[src/rtl/conv2d_pkg.sv]
// rtl/conv2d_pkg.sv - shared constants, helpers and FSM encoding for the window generator
package conv2d_pkg;

  // Default geometry (28x28 image, 3x3 window, stride 1)
  localparam int BITWIDTH_DEF            = 8;
  localparam int IMAGE_WIDTH_DEF         = 28;
  localparam int IMAGE_HEIGHT_DEF        = 28;
  localparam int WEIGHT_WIDTH_DEF        = 3;
  localparam int WEIGHT_HEIGHT_DEF       = 3;
  localparam int STRIDE_DEF              = 1;

  localparam int OUT_IMAGE_WIDTH         = (IMAGE_WIDTH_DEF - WEIGHT_WIDTH_DEF) / STRIDE_DEF + 1;
  localparam int OUT_IMAGE_HEIGHT        = (IMAGE_HEIGHT_DEF - WEIGHT_HEIGHT_DEF) / STRIDE_DEF + 1;
  localparam int FEATURE_MAP_NUM         = OUT_IMAGE_WIDTH * OUT_IMAGE_HEIGHT;
  localparam int SINGLE_FEATURE_MAP_SIZE = WEIGHT_WIDTH_DEF * WEIGHT_HEIGHT_DEF;
  localparam int COL_W                   = $clog2(IMAGE_WIDTH_DEF);
  localparam int ROW_W                   = $clog2(IMAGE_HEIGHT_DEF);
  localparam int INDEX_W                 = $clog2(FEATURE_MAP_NUM);

  typedef enum logic [0:0] {
    S_FILL   = 1'b0,
    S_STREAM = 1'b1
  } state_e;

  // Output dimension along one axis for an unpadded strided window
  function automatic int out_dim(input int img, input int win, input int stride);
    return (img - win) / stride + 1;
  endfunction

  // Counter width that stays at least one bit for degenerate sizes
  function automatic int cnt_w(input int n);
    return (n > 1) ? $clog2(n) : 1;
  endfunction

endpackage

[src/rtl/conv2d_line_buffer.sv]
// rtl/conv2d_line_buffer.sv - one-row delay line for the window generator
module conv2d_line_buffer
  import conv2d_pkg::*;
#(
  parameter int DEPTH = IMAGE_WIDTH_DEF,
  parameter int WIDTH = BITWIDTH_DEF
) (
  input  logic             clk_i,
  input  logic             shift_en_i,
  input  logic [WIDTH-1:0] data_i,
  output logic [WIDTH-1:0] data_o
);

  logic [WIDTH-1:0] mem_q [DEPTH];

  // Shift register: output is the sample accepted DEPTH shifts ago; contents are never read before being filled
  always_ff @(posedge clk_i) begin
    if (shift_en_i) begin
      mem_q[0] <= data_i;
      for (int i = 1; i < DEPTH; i++) begin
        mem_q[i] <= mem_q[i-1];
      end
    end
  end

  assign data_o = mem_q[DEPTH-1];

endmodule

[src/rtl/conv2d_window_gen.sv]
// rtl/conv2d_window_gen.sv - streaming sliding-window generator feeding the conv2d core
module conv2d_window_gen
  import conv2d_pkg::*;
#(
  parameter int BITWIDTH      = 8,
  parameter int IMAGE_WIDTH   = 28,
  parameter int IMAGE_HEIGHT  = 28,
  parameter int WEIGHT_WIDTH  = 3,
  parameter int WEIGHT_HEIGHT = 3,
  parameter int STRIDE        = 1,
  localparam int SZ  = WEIGHT_WIDTH * WEIGHT_HEIGHT,
  localparam int FMN = out_dim(IMAGE_WIDTH, WEIGHT_WIDTH, STRIDE) * out_dim(IMAGE_HEIGHT, WEIGHT_HEIGHT, STRIDE),
  localparam int IXW = cnt_w(FMN)
) (
  input  logic                   clk,
  input  logic                   rst_n,
  input  logic                   in_valid,
  output logic                   in_ready,
  input  logic [BITWIDTH-1:0]    in_data,
  output logic                   out_valid,
  input  logic                   out_ready,
  output logic [SZ*BITWIDTH-1:0] feature_map,
  output logic [IXW-1:0]         out_index,
  output logic                   out_last
);

  localparam int CW = cnt_w(IMAGE_WIDTH);
  localparam int RW = cnt_w(IMAGE_HEIGHT);

  state_e                 state_q, state_d;
  logic [CW-1:0]          col_q, col_d;
  logic [RW-1:0]          row_q, row_d;
  logic [IXW-1:0]         idx_q, idx_d;
  logic                   out_valid_q, out_valid_d;
  logic [SZ*BITWIDTH-1:0] fm_q, fm_d;
  logic [IXW-1:0]         oidx_q, oidx_d;
  logic                   last_q, last_d;
  logic [BITWIDTH-1:0]    win_q [WEIGHT_HEIGHT][WEIGHT_WIDTH];
  logic [BITWIDTH-1:0]    win_d [WEIGHT_HEIGHT][WEIGHT_WIDTH];
  logic [BITWIDTH-1:0]    tap   [WEIGHT_HEIGHT];
  logic [BITWIDTH-1:0]    lb_in [WEIGHT_HEIGHT-1];
  logic [BITWIDTH-1:0]    lb_out[WEIGHT_HEIGHT-1];
  logic [SZ*BITWIDTH-1:0] fm_next;
  logic                   accept, emit, col_end, row_end;
  logic [CW-1:0]          col_off;
  logic [RW-1:0]          row_off;

  // A pending window blocks new input, so it can never be overwritten
  assign in_ready = !out_valid_q || out_ready;
  assign accept   = in_valid && in_ready;
  assign col_end  = (col_q == CW'(IMAGE_WIDTH - 1));
  assign row_end  = (row_q == RW'(IMAGE_HEIGHT - 1));

  // Bottom window row is the live pixel; each cascaded line buffer supplies the row above
  assign tap[WEIGHT_HEIGHT-1] = in_data;
  for (genvar k = 0; k < WEIGHT_HEIGHT - 1; k++) begin : g_lb
    if (k == 0) begin : g_first
      assign lb_in[k] = in_data;
    end else begin : g_next
      assign lb_in[k] = lb_out[k-1];
    end
    assign tap[WEIGHT_HEIGHT-2-k] = lb_out[k];
    conv2d_line_buffer #(
      .DEPTH (IMAGE_WIDTH),
      .WIDTH (BITWIDTH)
    ) u_lb (
      .clk_i      (clk),
      .shift_en_i (accept),
      .data_i     (lb_in[k]),
      .data_o     (lb_out[k])
    );
  end

  // Raster position of the pixel being accepted; wraps into the next frame with no gap
  always_comb begin
    col_d = col_q;
    row_d = row_q;
    if (accept) begin
      if (col_end) begin
        col_d = '0;
        row_d = row_end ? '0 : row_q + RW'(1);
      end else begin
        col_d = col_q + CW'(1);
      end
    end
  end

  // Fill/stream state: stream once the first WEIGHT_HEIGHT-1 rows are buffered
  always_comb begin
    state_d = state_q;
    case (state_q)
      S_FILL:   if (accept && col_end && (row_q == RW'(WEIGHT_HEIGHT - 2))) state_d = S_STREAM;
      S_STREAM: if (accept && col_end && row_end) state_d = S_FILL;
      default:  state_d = S_FILL;
    endcase
  end

  // Window shifts left one column per accepted pixel, new column from the taps
  always_comb begin
    win_d = win_q;
    if (accept) begin
      for (int r = 0; r < WEIGHT_HEIGHT; r++) begin
        for (int c = 0; c < WEIGHT_WIDTH - 1; c++) begin
          win_d[r][c] = win_q[r][c+1];
        end
        win_d[r][WEIGHT_WIDTH-1] = tap[r];
      end
    end
  end

  // Pack top-left element into the MSBs, row-major
  always_comb begin
    fm_next = '0;
    for (int r = 0; r < WEIGHT_HEIGHT; r++) begin
      for (int c = 0; c < WEIGHT_WIDTH; c++) begin
        fm_next[(SZ-1-(r*WEIGHT_WIDTH+c))*BITWIDTH +: BITWIDTH] = win_d[r][c];
      end
    end
  end

  // Stream state already guarantees row >= WEIGHT_HEIGHT-1; column and stride phase checked here
  assign col_off = col_q - CW'(WEIGHT_WIDTH - 1);
  assign row_off = row_q - RW'(WEIGHT_HEIGHT - 1);
  assign emit    = (state_q == S_STREAM) && (col_q >= CW'(WEIGHT_WIDTH - 1)) &&
                   ((col_off % CW'(STRIDE)) == '0) && ((row_off % RW'(STRIDE)) == '0);

  // Output register: reload on a completing pixel, otherwise drop valid once consumed
  always_comb begin
    out_valid_d = out_valid_q;
    fm_d        = fm_q;
    oidx_d      = oidx_q;
    last_d      = last_q;
    idx_d       = idx_q;
    if (accept && emit) begin
      out_valid_d = 1'b1;
      fm_d        = fm_next;
      oidx_d      = idx_q;
      last_d      = (idx_q == IXW'(FMN - 1));
      idx_d       = (idx_q == IXW'(FMN - 1)) ? '0 : idx_q + IXW'(1);
    end else if (out_ready) begin
      out_valid_d = 1'b0;
    end
  end

  // Control and output state with asynchronous reset
  always_ff @(posedge clk or negedge rst_n) begin
    if (!rst_n) begin
      state_q     <= S_FILL;
      col_q       <= '0;
      row_q       <= '0;
      idx_q       <= '0;
      out_valid_q <= 1'b0;
      fm_q        <= '0;
      oidx_q      <= '0;
      last_q      <= 1'b0;
    end else begin
      state_q     <= state_d;
      col_q       <= col_d;
      row_q       <= row_d;
      idx_q       <= idx_d;
      out_valid_q <= out_valid_d;
      fm_q        <= fm_d;
      oidx_q      <= oidx_d;
      last_q      <= last_d;
    end
  end

  // Window storage is data only; it is always overwritten before it is emitted
  always_ff @(posedge clk) begin
    win_q <= win_d;
  end

  assign out_valid   = out_valid_q;
  assign feature_map = fm_q;
  assign out_index   = oidx_q;
  assign out_last    = last_q;

endmodule

[config.mk]
export PLATFORM = sky130hd
export DESIGN_NAME = conv2d_window_gen
export DESIGN_NICKNAME = d
export VERILOG_FILES = /design/src/rtl/conv2d_pkg.sv /design/src/rtl/conv2d_line_buffer.sv /design/src/rtl/conv2d_window_gen.sv
export SDC_FILE = /design/constraint.sdc
export NUM_CORES = 1
export LEC_CHECK = 0
export ABC_AREA = 0
export CAP_MARGIN = 30
export CORE_ASPECT_RATIO = 1.1
export CORE_MARGIN = 2
export CORE_UTILIZATION = 40
export CTS_CLUSTER_DIAMETER = 80
export DETAILED_ROUTE_END_ITERATION = 7
export PLACE_DENSITY_LB_ADDON = 0.12
export SLEW_MARGIN = 40
export SYNTH_ARGS = -nofsm -noshare
export SYNTH_HDL_FRONTEND = slang
export SYNTH_SLANG_ARGS = --single-unit
[constraint.sdc]
create_clock -name clk -period 6.8 [get_ports clk]
set_input_delay 1.36 -clock clk [delete_from_list [all_inputs] [get_ports clk]]
set_output_delay 1.36 -clock clk [all_outputs]
set_load 0.02 [all_outputs]
## Word-level counts from Yosys, hierarchy flattened

Memory sizes are Yosys's and may differ from the RTL's.
Cells that the tools add are included.

- Add/sub/neg operators: 3
- $lt $le $gt $ge: 1
- Equality and inequality tests: 4
- Muxes and demuxes: 11
- Bitwise gates (word level): 1
- Reduce and logical (&&, ||, !) cells: 10

Operator list:

| operator | number |
|---|---|
| 72-bit 2-to-1 mux | 1 |
| 10-bit by 1-bit adder with 10-bit output (second input constant) | 1 |
| 5-bit by 1-bit adder with 5-bit output (second input constant) | 2 |
| 10-bit equality test (second input constant) | 1 |
| 5-bit equality test (second input constant) | 2 |
| 10-bit 2-to-1 mux | 1 |
| 5-bit 2-to-1 mux | 2 |
| 1-bit logical AND | 6 |
| 1-bit 2-to-1 mux | 6 |
| 5-bit by 1-bit equality test with 1-bit output (second input constant) | 1 |
| 5-bit by 2-bit greater-or-equal comparator with 1-bit output (second input constant) | 1 |
| 1-bit one-hot mux with 2 select lines | 1 |
| 2-bit AND reduction | 1 |
| 2-bit nonzero test | 1 |
| 1-bit logical NOT | 1 |
| 1-bit logical OR | 1 |
| 1-bit NOT | 1 |

- Bits in registers: 177
- Bits in writable memories: 448
- Input port bits: 12
- Output and inout bits: 85
- Word-level logic and storage cells: 49
- Memories: 2

Memory list:

| memory | words | bits a word | rd ports | clocked after Yosys merged registers in | write ports | RTL line | RTL |
|---|---|---|---|---|---|---|---|
| g_lb[0].u_lb.mem_q | 28 | 8 | 28 | 0 | 28 | conv2d_line_buffer.sv:14 | `logic [WIDTH-1:0] mem_q [DEPTH];` |
| g_lb[1].u_lb.mem_q | 28 | 8 | 28 | 0 | 28 | conv2d_line_buffer.sv:14 |  |

## Depth between registers and ports, before layout

Gate-level depths: netlist (run 1).

- Depth in word-level cells: 7
- Mapped depth: 9
- Mapped depth without buffers: 6

## Hierarchy

Synthesis (run 1) repeated with hierarchy kept, for this count alone.

- Cell total of the unflattened synthesis: 930
- Area total of the unflattened synthesis: 20265.7 µm²

By module, submodules not included:

| module | times used | cells each | area an instance (µm²) | sequential area each (µm²) |
|---|---|---|---|---|
| conv2d_line_buffer | 2 | 232 | 6786.5 | 6726.5 |
| conv2d_window_gen | 1 | 466 | 6692.7 | 4068.9 |

## Least setup slack after synthesis (run 1)

OpenSTA, ideal clock, no wires.

- Kind: input to register
- Start point: input port out_ready
- End point: register fm_q[65] (netlist: feature_map[65])
- Arrival time: 5107 ps
- Required time: 6675 ps
- Path slack: 1568 ps
- Stages: 8
- Path buffers: 3
- Path through: nand2b_1 clkbuf_1 nand2_1 inv_2 buf_6 buf_6 mux2_2 mux2_4

- Cells in the longest elaborated chain, start to end: 3

RTL lines:

| element | RTL line | RTL |
|---|---|---|
| from (decl) | conv2d_window_gen.sv:21 | `input logic out_ready,` |
| 1-bit logical OR | conv2d_window_gen.sv:49 | `assign in_ready = !out_valid_q \|\| out_ready;` |
| via in_ready | conv2d_window_gen.sv:18 | `output logic in_ready,` |
| 1-bit logical AND | conv2d_window_gen.sv:50 | `assign accept = in_valid && in_ready;` |
| via accept | conv2d_window_gen.sv:44 | `logic accept, emit, col_end, row_end;` |
| 72-bit 2-to-1 mux | conv2d_window_gen.sv:101 | `if (accept) begin` |
| via fm_next[65] | conv2d_window_gen.sv:43 | `logic [SZ*BITWIDTH-1:0] fm_next;` |
| to (signal assigned) | conv2d_window_gen.sv:162 | `fm_q <= fm_d;` |
| to (decl) | conv2d_window_gen.sv:35 | `logic [SZ*BITWIDTH-1:0] fm_q, fm_d;` |

The timed path passes the listed nets, and every way through them passes these cells.
A chain may end at the register's enable or synchronous reset.

## Worst setup path after layout (run 1)

- Start point: input port out_ready
- End point: output port in_ready

- Cells in the longest elaborated chain, start to end: 1

RTL lines:

| element | RTL line |
|---|---|
| 1-bit logical OR | conv2d_window_gen.sv:49 |
| to (decl) | conv2d_window_gen.sv:18 |

No other way between the ends.

==> impl_results.md, run 1 <==
* Filler cells at between 4,000 and 5,000
* Routed len/inst at ~16 microns
* H-Tree Depth at 3
* Ranking of synthesized cells by area: edfxtp_1, dfrtp_1, dfxtp_1
* Outcome: finished, final reports clean
* CTS tree: yes
* Synth Warn # at 0
* Synth Flop Type: edfxtp_1
* Reg power frac at between 50% and 60%
* Leakage at between 8 and 9 nW
* Sw Share at roughly a quarter
* Crit path to: in_ready
* Post-CTS setup buffer count at 0
* Vias in the first global route at around 8,400
* Hold WC Path Type: reg2reg
* Internal at 8.07 mW
* Normalized max-slew margin at 49.9%
* Routed Antenna Nets at 0
* Crit path launch: out_ready
* Area delta synth->final at 18.9%
* Design Area, Final at approximately 24,000 sq um
* Num rows at 86
* Register area share after synthesis at a little under nine tenths
* I/O pins at 97
* WP data arrival at 2.69 ns
* GRT Overall Usage at a little under an eighth
* Endpoint type of the worst setup path: output port
* R2R setup slack at roughly 4.1 ns
* Reg-to-Reg Start: out_valid$_DFFE_PN0P_
* Syn Area/Cell at 22.1 sq um
* Most frequent cells in the layout: edfxtp_1, dfrtp_1, clkdlybuf4s50_1, mux2_2
* Initial core utilization at approximately 41%
* Max cap viols at 0
* Total Nets Final at between 1,000 and 1,500
* Cell variety after synth at 38
* # DRC at 0
* Total routed wirelength at between 20 and 30 mm
* Setup CP Type: in2out
* Clk_lat worst skew at about 0.57 ns
* Final setup TNS at 0 ns
* Final hold viol count at 0
* Area share of the largest cell type after synthesis at between 60% and 70%
* Min cycle time layout at between 4 and 5 ns
* Core area at 50,100 sq um
* Die Area at around 53,000 sq um
* Crit Path Max Fanout at 7
* EDFF count, synth at 448
* RSZ-0062 raised after global routing: false
* Net switching power at 2.65 mW
* Port bufs at 96
* Slew @ Worst Pin at 0.752 ns
* Synth Net Count at between 900 and 1,000
* Share of layout cells above drive strength 1 at a little under a quarter
* Max IR drop VDD at 0.253 mV
* Crit Reg-Reg Endpoint: feature_map[57]$_DFFE_PN0P_
* Clock skew at roughly 0.014 ns
* Clock power frac at about a third
* First-pass GRT wire length at between 40 and 50 mm
* Total CTS buffers at 66
* CP required at approximately 5.4 ns
* #FFs+latches synth at between 600 and 700
* Post-DP HPWL at 15.3 mm
* PD cells at about 440 nW/um^2
* Die Ht at around 240 microns
* CTS clk-pin slew, worst paths at about 0.060 ns
* Overflow after GRT at 0
* Longest Clk Path Bufs at 3
* DRT Pass-1 Iters at 4
* Mapped Area at between 20,000 and 25,000 sq um
* Vias/cell at ~4.6
* Hold_buf cts at 0
* Via count at approximately 8,000
* DR iter-0 viols at 659
* Root Driver: clkbuf_16
* Total power at 10.7 mW
* Clock sinks at approximately 630
* RePlAce Congestion at roughly 0.73
* Max Clk Rate at 247 MHz
* Post-synth ARST share at 16.8%
* Post-synthesis cell count at roughly 900
* Placed cell areas at between 20,000 and 25,000 sq um
* Pins Over Slew Limit at 0
* Initial antenna violation count at 0
* Critical path launch point type: input pin
* Logic pwr share at 17.8%
* Largest net degree at the start of global routing at 116
* Final setup vio count at 0
* Antenna cells at 0
* Post-CTS sizing at 0
* Commonest non-fill, non-tap cell in the layout: edfxtp_1
* FF-to-FF path depth at 6
* Die width at about 220 microns
* Dominant cell type by area after synthesis: edfxtp_1
* Period utilization at 59.6%
==> sequential cells by signal, summed over array words and instances, names as in the netlist <==
register / flops
g_lb.u_lb.mem_q: 448
win_q: 72
out_last: 1
state_q: 1
out_valid: 1
idx_q: 10
col_q: 5
feature_map: 72
out_index: 10
row_q: 5
==> routing by layer <==
metal | part of all wire [%] | GRT usage, % | vias up | wire length, microns
met2 | 43 | 15.9 | 152 | 12600
met1 | 47 | 16.1 | 4141 | 13800
li1 | - | - | 3807 | -
met3 | 6.7 | 4.47 | 71 | 1960
met5 | 0 | 0 | - | 0
met4 | 3.1 | 4.81 | 0 | 897
==> power by group through the flow <==
stage | Sequential, mW | Clock [mW] | Combinational, mW
global route | 5.46 | 3.75 | 2.06
CTS | 5.38 | 3.59 | 1.94
detailed placement | 5.43 | 0 | 1.93
floorplan | 5.62 | 0 | 0.958
global placement | 5.44 | 0 | 1.90
finish | 5.36 | 3.45 | 1.91
==> kinds of logic (layout without fill, tap and decap cells) <==
group | count (synthesis) | in the layout | synth area share, %
and+or+nand+nor | 78 | 78 | 1.80
DFF | 625 | 625 | 86.1
AOI/OAI and AO/OA | 30 | 30 | 0.892
adders and majority gates | 5 | 5 | 0.307
muxes | 148 | 148 | 9.52
xor gates and xnor gates | 4 | 4 | 0.172
buffers and inverters | 31 | 237 | 1.20
==> critical path: stages <==
cell and delay, ns:
clkdlybuf4s50_1 0.44, nand2b_1 0.23, clkdlybuf4s50_1 0.66
==> cell type report <==
cell class	instances	area [sq um]	area share [%]
Tap cell	660	826	3.41
Multi-Input combinational cell	265	2590	10.7
Inverter	7	38.8	0.160
Sequential cell	625	17500	72.5
Timing Repair Buffer	109	1100	4.54
Clock inverter	24	166	0.688
Clock buffer	97	1940	8.04
==> how the worst min path moves through the flow <==
stage / cells after the start / slack [ns] / endpoint / startpoint
after floorplan: 0 / 0.40 / g_lb[0].u_lb.mem_q[0][100]$_DFFE_PP_ / g_lb[0].u_lb.mem_q[0][92]$_DFFE_PP_
final: 0 / 0.41 / g_lb[0].u_lb.mem_q[0][88]$_DFFE_PP_ / g_lb[0].u_lb.mem_q[0][80]$_DFFE_PP_
after global routing: 0 / 0.42 / g_lb[0].u_lb.mem_q[1][69]$_DFFE_PP_ / g_lb[0].u_lb.mem_q[1][61]$_DFFE_PP_
after global placement: 0 / 0.40 / g_lb[0].u_lb.mem_q[0][79]$_DFFE_PP_ / g_lb[0].u_lb.mem_q[0][71]$_DFFE_PP_
after CTS: 0 / 0.41 / g_lb[0].u_lb.mem_q[0][87]$_DFFE_PP_ / g_lb[0].u_lb.mem_q[0][79]$_DFFE_PP_
after detailed placement: 0 / 0.40 / g_lb[0].u_lb.mem_q[0][79]$_DFFE_PP_ / g_lb[0].u_lb.mem_q[0][71]$_DFFE_PP_
==> synthesized netlist by cell type, types with 2 or more instances <==
cell type  number
a21oi_1         6
a31oi_1         4
and2_1          2
buf_2           3
buf_6          16
clkbuf_1        4
dfrtp_1       105
dfxtp_1        72
edfxtp_1      448
ha_1            5
inv_1           6
mux2_2         76
mux2_4         72
nand2_1        43
nand3_1         8
nand4_1         6
nor2_1          5
nor2b_1         4
o21ai_0        14
or4_1           2
xnor2_1         3
==> metrics by stage <==
stage          hold slack (ns)  setup slack (ns)  utilization (%)  cells
2_1_floorplan            0.400              1.57                -    921
3_3_place_gp             0.401              2.43             44.0   1665
3_5_place_dp             0.405              2.38             44.0   1666
4_1_cts                  0.406              2.74             48.2   1787
5_1_grt                  0.416              2.70             48.2   1787
6_report                 0.410              2.75             48.2   1787
Note: power is estimated with default switching activity, not from simulation.
==> inputs of run 2 (changes only) <==
==> constraint.sdc (replaced) <==
create_clock -name clk -period 3.9 [get_ports clk]
set_input_delay 0.78 -clock clk [delete_from_list [all_inputs] [get_ports clk]]
set_output_delay 0.78 -clock clk [all_outputs]
set_load 0.02 [all_outputs]
==> run 2 against run 1 <==
Total power is 71% higher. Via count rose by 1.0%. Flip-flop and latch count is the same. Clock power increased by 61%. Combinational power increased by 77%.
==> impl_results.md, run 2 (synthesis results as in run 1) <==
* Outcome: finished, final reports clean
* RePlAce Congestion at 0.714
* Flip-flop and latch area at 17,500 sq um
* Pins Over Slew Limit at 0
* Initial core utilization at approximately 41%
* Total routed wirelength at 29.4 mm
* Max cap viols at 0
* Max Clk Rate at ~340 MHz
* GRT Overall Usage at between 10% and 20%
* Area of the multi-input gates at between 2000 and 3000 sq um
* DR iter-0 viols at 515
* Crit Path Max Fanout at 7
* Most frequent cells in the layout: edfxtp_1, dfrtp_1, clkdlybuf4s50_1, mux2_2
* Final setup vio count at 0
* Total Nets Final at ~1,100
* CP required at approximately 3.1 ns
* Vias/cell at between 4 and 5
* RSZ-0062 raised after global routing: false
* Num rows at 86
* Final hold viol count at 0
* WP data arrival at around 2.2 ns
* Setup CP Type: in2out
* CTS tree: yes
* First-pass GRT wire length at approximately 47 mm
* Pre-CTS setup slack at ~0.73 ns
* Clock sinks at roughly 630
* Die Area at between 50,000 and 60,000 sq um
* Filler cells at between 4,000 and 5,000
* Overflow after GRT at 0
* Final setup TNS at 0 ns
* PD cells at 756 nW/um^2
* Total CTS buffers at 61
* Commonest non-fill, non-tap cell in the layout: edfxtp_1
* I/O pins at 97
* Area delta synth->final at 18.9%
* H-Tree Depth at 2
* Slew @ Worst Pin at 0.723 ns
* Port bufs at 96
* Core area at around 50,000 sq um
* Worst setup margin at roughly 0.96 ns
* Max reg flops at approximately 450
* Hold WC Path Type: in2async
* Leakage at between 8 and 9 nW
* Biggest register: g_lb.u_lb.mem_q
* Post-DP HPWL at ~16 mm
* Critical path launch point type: input pin
* # DRC at 0
* Routed Antenna Nets at 0
* DRT Pass-1 Iters at 4
* Longest Clk Path Bufs at 3
* Via count at between 8,000 and 9,000
* Antenna cells at 0
* Hold_buf cts at 0
* Vias in the first global route at roughly 8,500
* Endpoint type of the worst setup path: output port
* Post-CTS sizing at 0
* Normalized max-slew margin at about half
* Initial antenna violation count at 0
* Clock skew at about 0.018 ns
* Hold slack at around 0.22 ns
* Max IR drop VDD at approximately 0.45 mV
* Clk_lat worst skew at around 0.60 ns
* Routed len/inst at ~16 microns
* Design Area, Final at around 24,000 sq um
* Die width at 219 microns
* Min cycle time layout at 2.94 ns
* Largest net degree at the start of global routing at 70
* Period utilization at roughly three quarters
* Die Ht at about 240 microns
* CTS clk-pin slew, worst paths at roughly 0.06 ns
* Share of layout cells above drive strength 1 at about a quarter
* Root Driver: clkbuf_16
* Post-CTS setup buffer count at 0
* Placed cell areas at around 22,000 sq um
## run 2: worst paths after layout
| check | from | end | slack (ns) | depth (start not counted) |
|---|---|---|---|---|
| max in group asynchronous | rst_n | feature_map[9]$_DFFE_PN0P_ | 2.83 | 2 |
| hold / removal | rst_n | feature_map[24]$_DFFE_PN0P_ | 0.22 | 1 |
| setup / recovery | out_ready | in_ready | 0.96 | 3 |
| hold reg to reg | g_lb[1].u_lb.mem_q[6][7]$_DFFE_PP_ | g_lb[1].u_lb.mem_q[6][15]$_DFFE_PP_ | 0.40 | 0 |
| setup reg to reg | out_valid$_DFFE_PN0P_ | feature_map[29]$_DFFE_PN0P_ | 1.63 | 6 |
| min in group clk | g_lb[1].u_lb.mem_q[6][7]$_DFFE_PP_ | g_lb[1].u_lb.mem_q[6][15]$_DFFE_PP_ | 0.40 | 0 |
## run 2: cell type report
cell class	count	share of cell area, %
well taps	660	3.41
clock buffers	75	6.95
flip-flops and latches	625	72.4
inverters	7	0.140
clock inverters	38	0.998
repair buffers	120	5.38
multi-input cells	265	10.7
## run 2: power breakdown
| part | total [mW] | switching [mW] | leakage (nW) | internal (mW) |
|---|---|---|---|---|
| clock | 5.57 | 2.39 | 0.959 | 3.18 |
| combinational | 3.38 | 1.58 | 1.69 | 1.81 |
| sequential | 9.33 | 0.623 | 6.18 | 8.71 |
## run 2: per-stage QoR
stage	instances	power, mW	utilization (%)
after floorplan	921	11.4	-
after global placement	1677	12.9	44.4
after global routing	1790	19.2	48.3
after detailed placement	1677	12.9	44.4
after CTS	1790	18.6	48.3
final	1790	18.3	48.3
## run 2: routing by layer
layer | GRT usage (%) | vias up | part of all wire [%]
met1 | 16.0 | 4211 | 47
met4 | 4.61 | 0 | 2.7
li1 | - | 3824 | -
met2 | 16.5 | 159 | 44
met5 | 0 | - | 0
met3 | 3.68 | 62 | 6.5
## run 2: critical path: stages
cell and delay, ns:
clkdlybuf4s50_1 0.44, nand2b_1 0.25, clkdlybuf4s50_1 0.68
==> inputs of run 3 (changes only) <==
==> constraint.sdc (replaced) <==
create_clock -name clk -period 2.6 [get_ports clk]
set_input_delay 0.52 -clock clk [delete_from_list [all_inputs] [get_ports clk]]
set_output_delay 0.52 -clock clk [all_outputs]
set_load 0.02 [all_outputs]
==> run 3 against run 2 <==
Critical path type unchanged. Final area rose by 1.2%. Critical endpoint unchanged. First-iteration DRC count shrank 1.4%. Via count down 0.34%.
==> impl_results.md, run 3 (synthesis results as in run 1) <==
* Outcome: finished, final reports clean
* Worst setup margin at approximately 0.28 ns
* Longest Clk Path Bufs at 3
* Core area at 50,100 sq um
* Clock power frac at between 30% and 40%
* Max IR drop VDD at approximately 0.75 mV
* Commonest non-fill, non-tap cell in the layout: edfxtp_1
* Endpoint type of the worst setup path: output port
* RSZ-0062 raised after global routing: false
* Antenna cells at 0
* Logic pwr share at between 10% and 20%
* Period utilization at about nine tenths
* Vias/cell at 4.56
* Clock sinks at 625
* Slew @ Worst Pin at 0.533 ns
* CTS tree: yes
* Min cycle time layout at approximately 2.3 ns
* DR iter-0 viols at 508
* Internal at about 21 mW
* Setup CP Type: in2out
* Overflow after GRT at 0
* CP required at between 2 and 2.5 ns
* Critical path launch point type: input pin
* Clock skew at 0.0142 ns
* Sw Share at around a quarter
* Most frequent cells in the layout: edfxtp_1, dfrtp_1, clkdlybuf4s50_1, mux2_4, dfxtp_1
* Max reg flops at 448
* Reg power frac at about half
* PD cells at 1140 nW/um^2
* Share of layout cells above drive strength 1 at between 20% and 30%
* First-pass GRT wire length at ~47 mm
* Biggest register: g_lb.u_lb.mem_q
* Pre-CTS setup slack at between 0.15 and 0.2 ns
* Crit Path Max Fanout at 7
* # DRC at 0
* Num rows at 86
* Total CTS buffers at 66
* Max cap viols at 0
* Total routed wirelength at between 20 and 30 mm
* Initial core utilization at 40.6%
* Net switching power at 6.96 mW
* H-Tree Depth at 3
* I/O pins at just under 100
* Dpl cells at around 1,700
* Post-CTS sizing at 0
* Leakage at about 9 nW
* Max Clk Rate at 432 MHz
* Largest net degree at the start of global routing at 53
* Final hold viol count at 0
* Die Ht at about 240 microns
* Post-DP HPWL at around 16 mm
* Normalized max-slew margin at approximately 64%
* Vias in the first global route at approximately 8,600
* Die Area at between 50,000 and 60,000 sq um
* Final setup vio count at 0
* Initial antenna violation count at 0
* Total Nets Final at between 1,000 and 1,500
* CTS clk-pin slew, worst paths at approximately 0.06 ns
* RePlAce Congestion at 0.668
* Root Driver: clkbuf_16
* Die width at between 200 and 250 microns
* Pins Over Slew Limit at 0
* Area delta synth->final at 20.3%
* Routed Antenna Nets at 0
* DRT Pass-1 Iters at 4
* Via count at a little over 8,000
* Routed len/inst at ~16 microns
* Clk_lat worst skew at a little under 0.6 ns
* Hold WC Path Type: reg2reg
* GRT Overall Usage at 11.4%
* WP data arrival at roughly 1.8 ns
* Port bufs at between 90 and 100
* Final std cells w/o fill at about 1,800
## run 3: cell count changes in the layout (fill, tap and decap cells not counted), moves of 3 or more
cell,previous run,this run
mux2_4,72,78
clkbuf_1,7,18
inv_6,2,6
clkbuf_8,4,7
clkinv_2,16,6
buf_4,12,17
mux2_2,76,70
## run 3: critical path, cell delays in order
cell	delay [ns]
clkdlybuf4s50_1	0.46
nand2b_4	0.19
clkdlybuf4s50_1	0.62
## run 3: layer usage
| layer | vias up | global-route usage, % | routed length, microns |
|---|---|---|---|
| met4 | 0 | 5.63 | 864 |
| li1 | 3866 | - | - |
| met3 | 58 | 3.96 | 1890 |
| met1 | 4150 | 15.5 | 13500 |
| met2 | 154 | 16.2 | 12600 |
| met5 | - | 0 | 0 |
## run 3: final timing paths
| kind | start | depth (start not counted) | to | slack, ns |
|---|---|---|---|---|
| setup / recovery | out_ready | 3 | in_ready | 0.28 |
| hold / removal | g_lb[0].u_lb.mem_q[1][31]$_DFFE_PP_ | 0 | g_lb[0].u_lb.mem_q[1][39]$_DFFE_PP_ | 0.41 |
| setup reg to reg | col_q[0]$_DFFE_PN0P_ | 7 | idx_q[9]$_DFFE_PN0P_ | 0.44 |
| hold reg to reg | g_lb[0].u_lb.mem_q[1][31]$_DFFE_PP_ | 0 | g_lb[0].u_lb.mem_q[1][39]$_DFFE_PP_ | 0.41 |
| max in group asynchronous | rst_n | 3 | idx_q[3]$_DFFE_PN0P_ | 1.31 |
| min in group asynchronous | rst_n | 2 | feature_map[3]$_DFFE_PN0P_ | 0.46 |
## run 3: what timing repair did
item / CTS / global route
hold buffers: 1 / 0
hold endpoints to repair: 33 / 0
buffers inserted: 0 / 0
## run 3: power by group through the flow
stage	clock network, mW	registers (mW)	logic, mW
after floorplan	0	14.7	2.57
after CTS	9.24	14.0	5.24
after global placement	0	14.2	5.16
after detailed placement	0	14.2	5.23
final	8.87	14.0	5.14
after global routing	9.65	14.3	5.54
## run 3: layout make-up
class / instances / area (sq um)
tap: 660 / 826
clock buffer: 91 / 1820
timing repair buffer: 128 / 1390
fill: 4168 / 25700
inverter: 7 / 42.5
clock inverter: 30 / 245
multi-input combinational: 265 / 2640
sequential: 625 / 17500
## run 3: per-stage QoR
stage / TNS (ns) / area (sq um) / total power [mW] / hold slack [ns] / utilization (%)
floorplan: -2.70 / 20400 / 17.2 / 0.224 / -
global placement: 0 / 22400 / 19.4 / 0.401 / 44.7
detailed placement: 0 / 22400 / 19.4 / 0.405 / 44.7
CTS: 0 / 24500 / 28.5 / 0.408 / 48.8
global route: 0 / 24500 / 29.4 / 0.408 / 48.8
finish: 0 / 24500 / 28.0 / 0.409 / 48.8
